[config.mk]
export PLATFORM = sky130hd
export DESIGN_NAME = mem_access_unit
export DESIGN_NICKNAME = d
export VERILOG_FILES = /design/src/rtl/mem_access_unit.sv
export SDC_FILE = /design/constraint.sdc
export NUM_CORES = 1
export LEC_CHECK = 0
export CAP_MARGIN = 5
export CORE_AREA = 2 2 96 116
export DETAILED_ROUTE_END_ITERATION = 16
export DIE_AREA = 0 0 98 118
export PLACE_DENSITY = 0.89
export SYNTH_ARGS = -nofsm -noshare
export SYNTH_HDL_FRONTEND = slang
export SYNTH_SLANG_ARGS = --single-unit
[constraint.sdc]
create_clock -name clk -period 3.5 [get_ports clk]
set_input_delay 0.35 -clock clk [delete_from_list [all_inputs] [get_ports clk]]
set_output_delay 0.35 -clock clk [all_outputs]
set_load 0.01 [all_outputs]
[src/rtl/mem_access_unit.sv]
// mem_access_unit
// MEMORY-stage load/store engine. Accepts one load or store from the EX/MEM
// register, runs one pipelined Wishbone master cycle on the unified memory
// data port, and returns the formatted load result toward MEM/WB.
// Owns byte-lane steering, store data replication, load sign/zero extension
// and stall generation for the upstream pipeline.
//
// Optional feature macro: MISALIGN_TRAP_EN
//   defined   : misaligned half/word accesses start no bus cycle; o_done and
//               o_misaligned pulse one edge after presentation.
//   undefined : offending low address bits are ignored; o_misaligned stays 0.
//
// Handshake semantics (valid/ready), in one place:
//   Upstream side : the request is "valid" when i_valid & (i_is_load |
//     i_is_store). It is consumed only in the cycle o_done=1; until then
//     o_stall=1 asks the pipeline to hold it stable. Accepted requests are
//     never relaunched because no launch happens while o_done=1.
//   Wishbone side : wb_stb is the request valid and !wb_stall its ready; a
//     request transfers on the rising edge where wb_cyc & wb_stb & !wb_stall.
//     All bus outputs are held stable while stalled. wb_ack is the response
//     valid and is only honoured in WAIT.
//
// dbg_state exposes the FSM state (0=IDLE, 1=REQ, 2=WAIT) for checkers.

module mem_access_unit #(
    parameter int ADDR_WIDTH = 10
) (
    input  logic                  clk,
    input  logic                  rst,
    input  logic                  i_valid,
    input  logic                  i_is_load,
    input  logic                  i_is_store,
    input  logic [2:0]            i_funct3,
    input  logic [31:0]           i_addr,
    input  logic [31:0]           i_rs2,
    output logic                  o_stall,
    output logic                  o_done,
    output logic [31:0]           o_load_data,
    output logic                  o_misaligned,
    output logic                  wb_cyc,
    output logic                  wb_stb,
    output logic                  wb_wr_en,
    output logic [ADDR_WIDTH-1:0] wb_addr,
    output logic [31:0]           wb_wr_data,
    output logic [3:0]            wb_sel,
    input  logic                  wb_ack,
    input  logic                  wb_stall,
    input  logic [31:0]           wb_rd_data,
    output logic [1:0]            dbg_state
);

    localparam logic [1:0] S_IDLE = 2'd0;
    localparam logic [1:0] S_REQ  = 2'd1;
    localparam logic [1:0] S_WAIT = 2'd2;

    logic [1:0]  state;
    logic        mem_op;
    logic        launch;
    logic [3:0]  req_sel;
    logic [31:0] req_wr_data;

    // Attributes of the in-flight access needed to format the load result.
    logic [2:0]  funct3_q;
    logic [1:0]  offset_q;
    logic        is_load_q;

    logic [7:0]  lane_byte;
    logic [15:0] lane_half;
    logic [31:0] load_fmt;

    // Address bits above the Wishbone port width do not reach memory.
    generate
        if (ADDR_WIDTH < 32) begin : g_addr_hi
            logic unused_addr_hi;
            assign unused_addr_hi = ^i_addr[31:ADDR_WIDTH];
        end
    endgenerate

    assign mem_op    = i_valid & (i_is_load | i_is_store);
    // A completed access is still presented during its o_done cycle, so
    // launching is blocked then to avoid issuing it a second time.
    assign launch    = mem_op & ~o_done;
    assign o_stall   = mem_op & ~o_done;
    assign dbg_state = state;

`ifdef MISALIGN_TRAP_EN
    logic req_misaligned;

    // Half needs addr[0]=0; word needs addr[1:0]=0; funct3 011/11x are words.
    always_comb begin
        req_misaligned = 1'b0;
        case (i_funct3[1:0])
            2'b00:   req_misaligned = 1'b0;
            2'b01:   req_misaligned = i_addr[0];
            default: req_misaligned = |i_addr[1:0];
        endcase
    end
`endif

    // Byte-lane enables and lane-replicated store data for the new request.
    always_comb begin
        req_sel     = 4'b1111;
        req_wr_data = i_rs2;
        case (i_funct3[1:0])
            2'b00: begin
                req_sel     = 4'b0001 << i_addr[1:0];
                req_wr_data = {4{i_rs2[7:0]}};
            end
            2'b01: begin
                req_sel     = 4'b0011 << {i_addr[1], 1'b0};
                req_wr_data = {2{i_rs2[15:0]}};
            end
            default: begin
                req_sel     = 4'b1111;
                req_wr_data = i_rs2;
            end
        endcase
    end

    // Right-justify the addressed byte/half of the read word and extend it.
    always_comb begin
        lane_byte = 8'h00;
        lane_half = 16'h0000;
        load_fmt  = wb_rd_data;
        case (offset_q)
            2'd0:    lane_byte = wb_rd_data[7:0];
            2'd1:    lane_byte = wb_rd_data[15:8];
            2'd2:    lane_byte = wb_rd_data[23:16];
            default: lane_byte = wb_rd_data[31:24];
        endcase
        lane_half = offset_q[1] ? wb_rd_data[31:16] : wb_rd_data[15:0];
        case (funct3_q[1:0])
            2'b00: begin
                if (funct3_q[2]) begin
                    load_fmt = {24'h000000, lane_byte};
                end else begin
                    load_fmt = {{24{lane_byte[7]}}, lane_byte};
                end
            end
            2'b01: begin
                if (funct3_q[2]) begin
                    load_fmt = {16'h0000, lane_half};
                end else begin
                    load_fmt = {{16{lane_half[15]}}, lane_half};
                end
            end
            default: load_fmt = wb_rd_data;
        endcase
    end

    // Access FSM: launch in IDLE, hold the strobe through stalls in REQ,
    // collect the ack in WAIT; also owns all registered outputs.
    always_ff @(posedge clk or posedge rst) begin
        if (rst) begin
            state        <= S_IDLE;
            wb_cyc       <= 1'b0;
            wb_stb       <= 1'b0;
            wb_wr_en     <= 1'b0;
            wb_addr      <= '0;
            wb_wr_data   <= 32'h0;
            wb_sel       <= 4'h0;
            o_done       <= 1'b0;
            o_misaligned <= 1'b0;
            o_load_data  <= 32'h0;
            funct3_q     <= 3'b000;
            offset_q     <= 2'b00;
            is_load_q    <= 1'b0;
        end else begin
            o_done       <= 1'b0;
            o_misaligned <= 1'b0;
            case (state)
                S_IDLE: begin
                    if (launch) begin
`ifdef MISALIGN_TRAP_EN
                        if (req_misaligned) begin
                            // Trap: report completion without touching the bus.
                            o_done       <= 1'b1;
                            o_misaligned <= 1'b1;
                        end else
`endif
                        begin
                            wb_cyc     <= 1'b1;
                            wb_stb     <= 1'b1;
                            wb_wr_en   <= i_is_store;
                            wb_addr    <= {i_addr[ADDR_WIDTH-1:2], 2'b00};
                            wb_sel     <= req_sel;
                            wb_wr_data <= req_wr_data;
                            funct3_q   <= i_funct3;
                            offset_q   <= i_addr[1:0];
                            is_load_q  <= i_is_load;
                            state      <= S_REQ;
                        end
                    end
                end
                S_REQ: begin
                    if (!wb_stall) begin
                        wb_stb <= 1'b0;
                        state  <= S_WAIT;
                    end
                end
                S_WAIT: begin
                    if (wb_ack) begin
                        wb_cyc   <= 1'b0;
                        wb_wr_en <= 1'b0;
                        o_done   <= 1'b1;
                        if (is_load_q) begin
                            o_load_data <= load_fmt;
                        end
                        state <= S_IDLE;
                    end
                end
                default: begin
                    state  <= S_IDLE;
                    wb_cyc <= 1'b0;
                    wb_stb <= 1'b0;
                end
            endcase
        end
    end

endmodule

==> impl_metrics.py, run 1 <==
metrics = {
    "cts": {
        "cts.sinks": 88,
        "cts_root_buf": "clkbuf_16",
        "post_cts_buffers": 0,
        "cts-htree-levels": 3,
        "cts_resized": 0,
        "cts_buffers": 9,
        "insertion_delay_ns": 0.34,
        "cts_tree": "yes",
        "clkTransAtPathRegs_ns": 0.07,
        "holdBufCountCts": 0,
        "cts_buffer_depth": 2,
    },
    "global_routing": {
        "grt_pass1_wl_mm": 20.3,
        "antenna_found_initial": 0,
        "first_global_vias": 4077,
        "track_usage": 0.216,
        "grt_max_degree": 75,
        "globalRouteOverflowTotal": 0,
    },
    "critical_path": {
        "crit_arrival_ns": 2.50,
        "worst_setup_path_start_kind": "flip-flop",
        "r2r_cells": 4,
        "critPathCaptureType": "flip-flop",
        "crit_type": "flip-flop to flip-flop",
        "reg2reg_slack_ns": 1.21,
        "critPathMaxFanout": 34,
        "r2r-end": "o_load_data[11]",
        "reg2reg_from": "funct3_q[1]",
        "critical_path_required_ns": 3.71,
    },
    "timing": {
        "max_freq_ghz": 0.436,
        "fin_crit_sh": 0.655,
        "setup_tns_ns": 0,
        "period_minus_slack_ns": 2.29,
        "setup_slack_ns": 1.21,
        "timing.slew.headroom": 0.292,
        "worst_slew_pin_slew_ns": 1.06,
        "finalClockSkew_ns": 0.00867,
        "final-hold-violation-count": 0,
        "setup_viol": 0,
        "rsz0062_at_grt": "false",
        "slew_viol_final": 0,
    },
    "drt": {
        "drt_iter0_drc": 241,
        "routedWlPerCell_um": 17.9,
        "viasPerCell": 5.52,
        "remaining_drc_errors": 0,
        "drt-total-wl_mm": 12.5,
        "drtPass1Iterations": 4,
        "num_vias": 3866,
        "ant_nets": 0,
    },
    "placement": {
        "place_ws_ns": 1.05,
        "io_buffers": 166,
        "place_hpwl_mm": 9.02,
        "place.gp.congestion": 0.885,
    },
    "pwr": {
        "clkPwrFrac": 0.186,
        "switching_share": 0.353,
        "p_int_uw": 3430,
        "max-vdd-ir-drop_uv": 466,
        "p_seq_frac": 0.364,
        "power_density_nw_per_um2": 837,
        "power.switching_uw": 1880,
        "p_leak_uw": 0.00253,
        "combinationalPowerShare": 0.451,
    },
    "synth": {
        "synth_seq_cells": 88,
        "yosysUniqueCellTypes": 41,
        "synthMuxAreaShare": 0.150,
        "synth_top_cell_by_area": "dfrtp_1",
        "synthAdderAreaFrac": 0,
        "yosysTopAreaCellShare": 0.511,
        "avgSynthCellArea_um2": 10.4,
        "syn_area_um2": 4310,
        "synth_compound_area_frac": 0.182,
        "syn_inst": 415,
        "synthSimpleGateAreaFrac": 0.109,
        "synth_top_family_by_area": "compound AO/OA/AOI/OAI gates",
        "yosysSeqAreaShare": 0.511,
        "synth_area_leaders": "dfrtp_1 51%, mux2_2 7.8%, mux2i_1 7.2%, a21oi_1 5.8%, o21ai_0 3.4%",
        "ys_warn_count": 0,
        "synthXorXnorAreaFrac": 0,
    },
    "die": {
        "rows": 41,
        "die_w_um": 98,
        "initial_utilization": 0.414,
        "io_pins": 192,
        "dieArea_um2": 11600,
        "die_h_um": 118,
        "core_um2": 10400,
    },
    "hold_path": {
        "hold_class": "input port to async pin",
    },
    "status": {
        "status": "completed",
    },
    "layout": {
        "fillCellCount": 815,
        "final_core_utilization": 0.609,
        "drive_gt1_frac": 0.102,
        "diodes": 0,
        "nNetsFinal": 672,
        "layout_commonest_cell": "clkdlybuf4s50_1",
        "syn_to_final_growth_pct": 47.0,
        "mostFrequentLayoutCells": "166 x clkdlybuf4s50_1, 88 x dfrtp_1, 50 x a21oi_1",
    },
    "run": {
        "maxCapViolations": 0,
    },
}
-- flip-flops by register name (all words and copies together), names as in the netlist --
name,flops
wb_sel,4
o_load_data,32
is_load_q,1
wb_cyc,1
dbg_state,2
offset_q,2
wb_wr_data,32
funct3_q,3
wb_wr_en,1
wb_addr,8
o_done,1
wb_stb,1
-- worst max-delay path, cell delays in order (launching register included) --
cell,delay [ns]
dfrtp_1,1.04
inv_1,0.49
or3_1,0.47
o21ai_0,0.09
a21oi_1,0.07
-- layer usage --
layer  track usage  vias up  wire (µm)
met2         0.357      156       6210
met5             0        -          0
met3        0.0849       18       1190
met1         0.257     1893       4890
met4        0.0686        0        214
li1              -     1799          -
-- worst max path at each step --
stage	startpoint	to	slack (ns)	cells past startpoint
5_1_grt	funct3_q[1]	o_load_data[8]	1.03	4
6_report	funct3_q[1]	o_load_data[11]	1.21	4
2_1_floorplan	rst	dbg_state[0]	0.87	1
3_5_place_dp	wb_ack	o_load_data[30]	1.05	5
4_1_cts	funct3_q[1]	o_load_data[9]	1.25	4
3_3_place_gp	wb_ack	o_load_data[17]	1.10	5
-- kinds of logic after synthesis --
| kind of cell | after synthesis |
|---|---|
| compound gates | 132 |
| simple gates | 94 |
| flops | 88 |
| mux | 61 |
| buf+inv | 39 |
| other cells | 1 |
-- layout make-up --
| type | instances | area, µm² | area share |
|---|---|---|---|
| clock buffer | 10 | 239 | 0.0377 |
| inverter | 6 | 23.8 | 0.00375 |
| multi-input combinational | 290 | 1920 | 0.303 |
| timing repair buffer | 171 | 1720 | 0.272 |
| tap | 129 | 161 | 0.0255 |
| sequential | 88 | 2200 | 0.347 |
| clock inverter | 6 | 66.3 | 0.0105 |
-- through the flow --
stage	instance area [µm²]	std cells	hold WS, ns	total power (µW)
after global placement	6030	684	0.461	4240
after floorplan	4320	417	0.457	3060
after CTS	6340	700	0.295	5350
final	6340	700	0.296	5310
after global routing	6340	700	0.313	5650
after detailed placement	6030	684	0.466	4340
-- power by group through the flow --
stage          clock (µW)  combinational, µW  sequential, µW
2_1_floorplan           0               1050            2010
5_1_grt              1050               2590            2010
3_5_place_dp            0               2400            1940
6_report              985               2390            1930
3_3_place_gp            0               2340            1900
4_1_cts              1010               2410            1930
-- synth_stat cells, drive strengths merged --
| cell type | instances |
|---|---|
| a2111o | 1 |
| a21boi | 1 |
| a21oi | 50 |
| a221oi | 1 |
| a311oi | 6 |
| a31oi | 4 |
| and2 | 2 |
| and3b | 1 |
| buf | 25 |
| clkbuf | 8 |
| conb | 1 |
| dfrtp | 88 |
| inv | 6 |
| mux2 | 30 |
| mux2i | 31 |
| nand2 | 30 |
| nand2b | 12 |
| nand3b | 6 |
| nand4b | 1 |
| nor2 | 25 |
| nor2b | 3 |
| nor3 | 2 |
| nor3b | 1 |
| nor4 | 1 |
| o2111a | 1 |
| o211ai | 16 |
| o21ai | 39 |
| o21bai | 1 |
| o22a | 1 |
| o22ai | 1 |
| o311a | 1 |
| o311ai | 1 |
| o31ai | 8 |
| or3 | 10 |
Note: power is estimated with default switching activity, not from simulation.
==> run 2, diff against run 1 <==
Settings changed: CORE_AREA 2 2 96 116 to 2 2 101 122, DIE_AREA 0 0 98 118 to 0 0 103 124, PLACE_DENSITY 0.89 to 0.85.
Clock period 3.5 ns to 1.9 ns, I/O delays scaled along.
==> run 2 against run 1 <==
Die area up 10%. Power increased by 89%. Sequential power is 79% higher. Final area increased by 3.1%. Cell count up 6.0%. Critical path type is now flip-flop to output port. Highest routed layer unchanged.
==> impl_metrics.py, run 2 (synthesis results as in run 1) <==
metrics = {
    "drt": {
        "remaining_drc_errors": 0,
        "met3_length_um": 962,
        "drtPass1Iterations": 4,
        "viasPerCell": 5.32,
        "routedWlPerCell_um": 17.1,
        "drt-total-wl_mm": 12.7,
        "ant_nets": 0,
        "drt_iter0_drc": 195,
        "num_vias": 3944,
        "top_layer_used": "met4",
        "wl_met1_mm": 4.84,
        "wl_met2_mm": 6.58,
    },
    "critical_path": {
        "critPathCaptureType": "output port",
        "crit_arrival_ns": 1.56,
        "cp_slowest_cell": "clkdlybuf4s50_1",
        "startpoint": "o_done",
        "worstPathCellList": "nand2b_1 > nor2_1 > clkdlybuf4s50_1",
        "crit_path_max_incr_delay_ns": 0.54,
        "critPathMaxFanout": 3,
        "worst_setup_path_start_kind": "flip-flop",
        "critical_path_required_ns": 1.71,
        "crit_type": "flip-flop to output port",
        "crit_family": "buffers and inverters",
        "crit_buf_inv": 1,
        "reg2reg_from": "dbg_state[0]",
    },
    "placement": {
        "place_ws_ns": 0.0277,
        "dpl_cell_area_um2": 6210,
        "place_hpwl_mm": 9.34,
        "place.gp.congestion": 0.857,
        "dpl.cell_count": 726,
        "io_buffers": 166,
    },
    "pwr": {
        "p_leak_uw": 0.00261,
        "switching_share": 0.344,
        "clkPwrFrac": 0.190,
        "power.switching_uw": 3460,
        "combinationalPowerShare": 0.466,
        "max-vdd-ir-drop_uv": 782,
        "power_density_nw_per_um2": 1540,
        "p_seq_frac": 0.343,
        "p_int_uw": 6580,
    },
    "timing": {
        "final-hold-violation-count": 0,
        "period_minus_slack_ns": 1.75,
        "finalClockSkew_ns": 0.00737,
        "max_freq_ghz": 0.573,
        "setup_slack_ns": 0.154,
        "rsz0062_at_grt": "false",
        "setup_tns_ns": 0,
        "fin_crit_sh": 0.919,
        "setup_viol": 0,
        "slew_viol_final": 0,
        "holdWs_ns": 0.352,
    },
    "layout": {
        "syn_to_final_growth_pct": 51.6,
        "final_area_um2": 6540,
        "layout.cells.non_filler": 742,
        "mostFrequentLayoutCells": "166 x clkdlybuf4s50_1, 88 x dfrtp_1, 50 x a21oi_1",
        "drive_gt1_frac": 0.121,
        "nNetsFinal": 686,
        "layout_commonest_cell": "clkdlybuf4s50_1",
        "reg_top3": "o_load_data: 32 flops, wb_wr_data: 32 flops, wb_addr: 8 flops",
        "diodes": 0,
    },
    "global_routing": {
        "antenna_found_initial": 0,
        "grt_pass1_wl_mm": 19.7,
        "globalRouteOverflowTotal": 0,
        "grt_max_degree": 89,
        "first_global_vias": 4007,
        "track_usage": 0.200,
    },
    "die": {
        "die_h_um": 124,
        "dieArea_um2": 12800,
        "io_pins": 192,
        "die_w_um": 103,
        "rows": 43,
        "core_um2": 11500,
        "initial_utilization": 0.374,
    },
    "cts": {
        "cts-htree-levels": 3,
        "cts.sinks": 88,
        "holdBufCountCts": 0,
        "cts_buffers": 9,
        "insertion_delay_ns": 0.34,
        "post_cts_buffers": 0,
        "cts_tree": "yes",
        "clkTransAtPathRegs_ns": 0.06,
        "cts_buffer_depth": 2,
        "cts_resized": 0,
        "cts_root_buf": "clkbuf_16",
    },
    "run": {
        "maxCapViolations": 0,
    },
    "hold_path": {
        "hold_class": "input port to async pin",
    },
    "status": {
        "status": "completed",
    },
}
==> run 2: final timing paths <==
kind,slack (ns),to,depth (start not counted)
worst min register to register,0.48,o_load_data[2],2
worst min-delay path,0.35,is_load_q,3
min in group clk,0.45,wb_wr_en,3
worst max-delay path,0.15,o_stall,3
max in group asynchronous,1.20,o_load_data[16],3
worst max register to register,0.18,o_load_data[31],4
==> run 2: power groups by stage <==
stage	logic, µW	clock network, µW	registers, µW
3_5_place_dp	4700	0	3470
5_1_grt	5050	2050	3570
2_1_floorplan	1940	0	3690
3_3_place_gp	4560	0	3410
4_1_cts	4720	1960	3440
6_report	4680	1910	3450
==> run 2: stage by stage <==
stage          total power [µW]  utilization
3_5_place_dp               8170        0.540
2_1_floorplan              5640            -
4_1_cts                   10100        0.568
6_report                  10000        0.568
5_1_grt                   10700        0.568
3_3_place_gp               7960        0.540
==> run 2: routing by layer <==
layer / track usage / vias to the layer above
li1: - / 1836
met4: 0.0929 / 0
met5: 0 / -
met2: 0.348 / 166
met1: 0.221 / 1920
met3: 0.0600 / 22
==> run 2: cell type report <==
type                       count  area (µm²)
inverter                       6        26.3
sequential                    88        2200
tap                          157         196
clock inverter                 5        80.1
multi-input combinational    290        1920
clock buffer                  11         243
fill                        1018        4980
timing repair buffer         185        1870
==> run 2: worst min-delay path, stage by stage <==
cell and delay (ns):
clkdlybuf4s50_1 0.44, clkinvlp_4 0.10, buf_12 0.38
==> run 3, diff against run 2 <==
Settings changed: MAX_ROUTING_LAYER set to met4.
==> run 3 against run 2 <==
Cell count rose by 0.13%. Largest power group unchanged. Die area stayed put. Global-route usage rose by 0.28 points. Power is 2.6% lower. Sequential power about the same.
==> impl_metrics.py, run 3 (synthesis results as in run 1) <==
metrics = {
    "drt": {
        "drt_iter0_drc": 241,
        "routedWlPerCell_um": 16.8,
        "viasPerCell": 5.36,
        "drtPass1Iterations": 5,
        "ant_nets": 0,
        "num_vias": 3980,
        "drt-total-wl_mm": 12.5,
        "remaining_drc_errors": 0,
    },
    "critical_path": {
        "critPathMaxFanout": 3,
        "critPathCaptureType": "output port",
        "crit_arrival_ns": 1.56,
        "crit_type": "flip-flop to output port",
        "critical_path_required_ns": 1.71,
        "worst_setup_path_start_kind": "flip-flop",
    },
    "cts": {
        "post_cts_buffers": 0,
        "cts-htree-levels": 3,
        "clkTransAtPathRegs_ns": 0.07,
        "cts_resized": 0,
        "cts_buffers": 9,
        "cts_tree": "yes",
        "insertion_delay_ns": 0.34,
        "cts_root_buf": "clkbuf_16",
        "holdBufCountCts": 0,
        "cts_buffer_depth": 2,
        "cts.sinks": 88,
    },
    "placement": {
        "place_hpwl_mm": 9.10,
        "io_buffers": 166,
        "place_ws_ns": 0.0207,
        "place.gp.congestion": 0.872,
    },
    "layout": {
        "mostFrequentLayoutCells": "166 x clkdlybuf4s50_1, 88 x dfrtp_1, 50 x a21oi_1",
        "fillCellCount": 1000,
        "reg_top3": "o_load_data: 32 flops, wb_wr_data: 32 flops, wb_addr: 8 flops",
        "diodes": 0,
        "drive_gt1_frac": 0.123,
        "syn_to_final_growth_pct": 50.7,
        "nNetsFinal": 687,
        "layout_commonest_cell": "clkdlybuf4s50_1",
    },
    "die": {
        "io_pins": 192,
        "die_w_um": 103,
        "initial_utilization": 0.374,
        "die_h_um": 124,
        "core_um2": 11500,
        "dieArea_um2": 12800,
        "rows": 43,
    },
    "global_routing": {
        "grt_pass1_wl_mm": 19.4,
        "first_global_vias": 3936,
        "antenna_found_initial": 0,
        "grt_max_degree": 89,
        "globalRouteOverflowTotal": 0,
        "track_usage": 0.202,
    },
    "timing": {
        "fin_crit_sh": 0.920,
        "setup_viol": 0,
        "slew_viol_final": 0,
        "setup_tns_ns": 0,
        "holdWs_ns": 0.361,
        "max_freq_ghz": 0.572,
        "setup_slack_ns": 0.152,
        "final-hold-violation-count": 0,
        "finalClockSkew_ns": 0.00764,
        "rsz0062_at_grt": "false",
        "period_minus_slack_ns": 1.75,
    },
    "pwr": {
        "combinationalPowerShare": 0.480,
        "p_int_uw": 6300,
        "max-vdd-ir-drop_uv": 681,
        "power_density_nw_per_um2": 1510,
        "switching_share": 0.356,
        "p_seq_frac": 0.352,
        "p_leak_uw": 0.00259,
        "power.switching_uw": 3480,
        "clkPwrFrac": 0.168,
    },
    "hold_path": {
        "hold_class": "input port to async pin",
    },
    "run": {
        "maxCapViolations": 0,
    },
    "status": {
        "status": "completed",
    },
}
[run 3: cell types whose count changed in the layout (fill, tap and decap cells not counted), sizes merged]
cell      delta
clkinv       +1
inv          +1
clkinvlp     +1
bufinv       -2
buf          +1
clkbuf       -1
[run 3: power groups by stage]
stage / Combinational [µW] / Sequential, µW / Clock (µW)
floorplan: 1940 / 3690 / 0
global placement: 4570 / 3400 / 0
detailed placement: 4710 / 3470 / 0
CTS: 4730 / 3450 / 1690
global route: 5070 / 3560 / 1760
finish: 4690 / 3440 / 1640
[run 3: worst paths after layout]
check                          startpoint               to  slack [ns]  cells after the start
min reg2reg                o_load_data[2]   o_load_data[2]        0.48                      2
min                                   rst   o_load_data[9]        0.36                      3
max                                o_done          o_stall        0.15                      3
min in group clk               i_is_store         wb_wr_en        0.45                      3
max reg2reg                  dbg_state[0]  o_load_data[31]        0.19                      4
max in group asynchronous             rst    wb_wr_data[1]        1.20                      3
[run 3: area by class of cell]
cell class              count  area (µm²)  area share
clock buffers              10         229      0.0352
clock inverters             6        45.0     0.00693
inverters                   6        26.3     0.00404
multi-input cells         290        1920       0.296
flip-flops and latches     88        2200       0.339
well taps                 157         196      0.0302
repair buffers            186        1870       0.289
[run 3: layer usage]
metal / share of wire / track usage / up-vias
met4: 0.030 / 0.0789 / 0
met1: 0.38 / 0.234 / 1924
met5: 0 / - / -
li1: - / - / 1840
met3: 0.073 / 0.0488 / 35
met2: 0.52 / 0.339 / 181
[run 3: metrics by stage]
step,instance area (µm²),std cells,power [µW],utilization
finish,6500,743,9780,0.564
global route,6500,743,10400,0.564
CTS,6500,743,9870,0.564
detailed placement,6220,727,8170,0.540
global placement,6220,727,7980,0.540
floorplan,4320,417,5640,-
[run 3: worst max-delay path: stages, from the launching register on]
cell	delay, ns
dfrtp_1	0.38
nand2b_1	0.18
nor2_1	0.11
clkdlybuf4s50_1	0.54
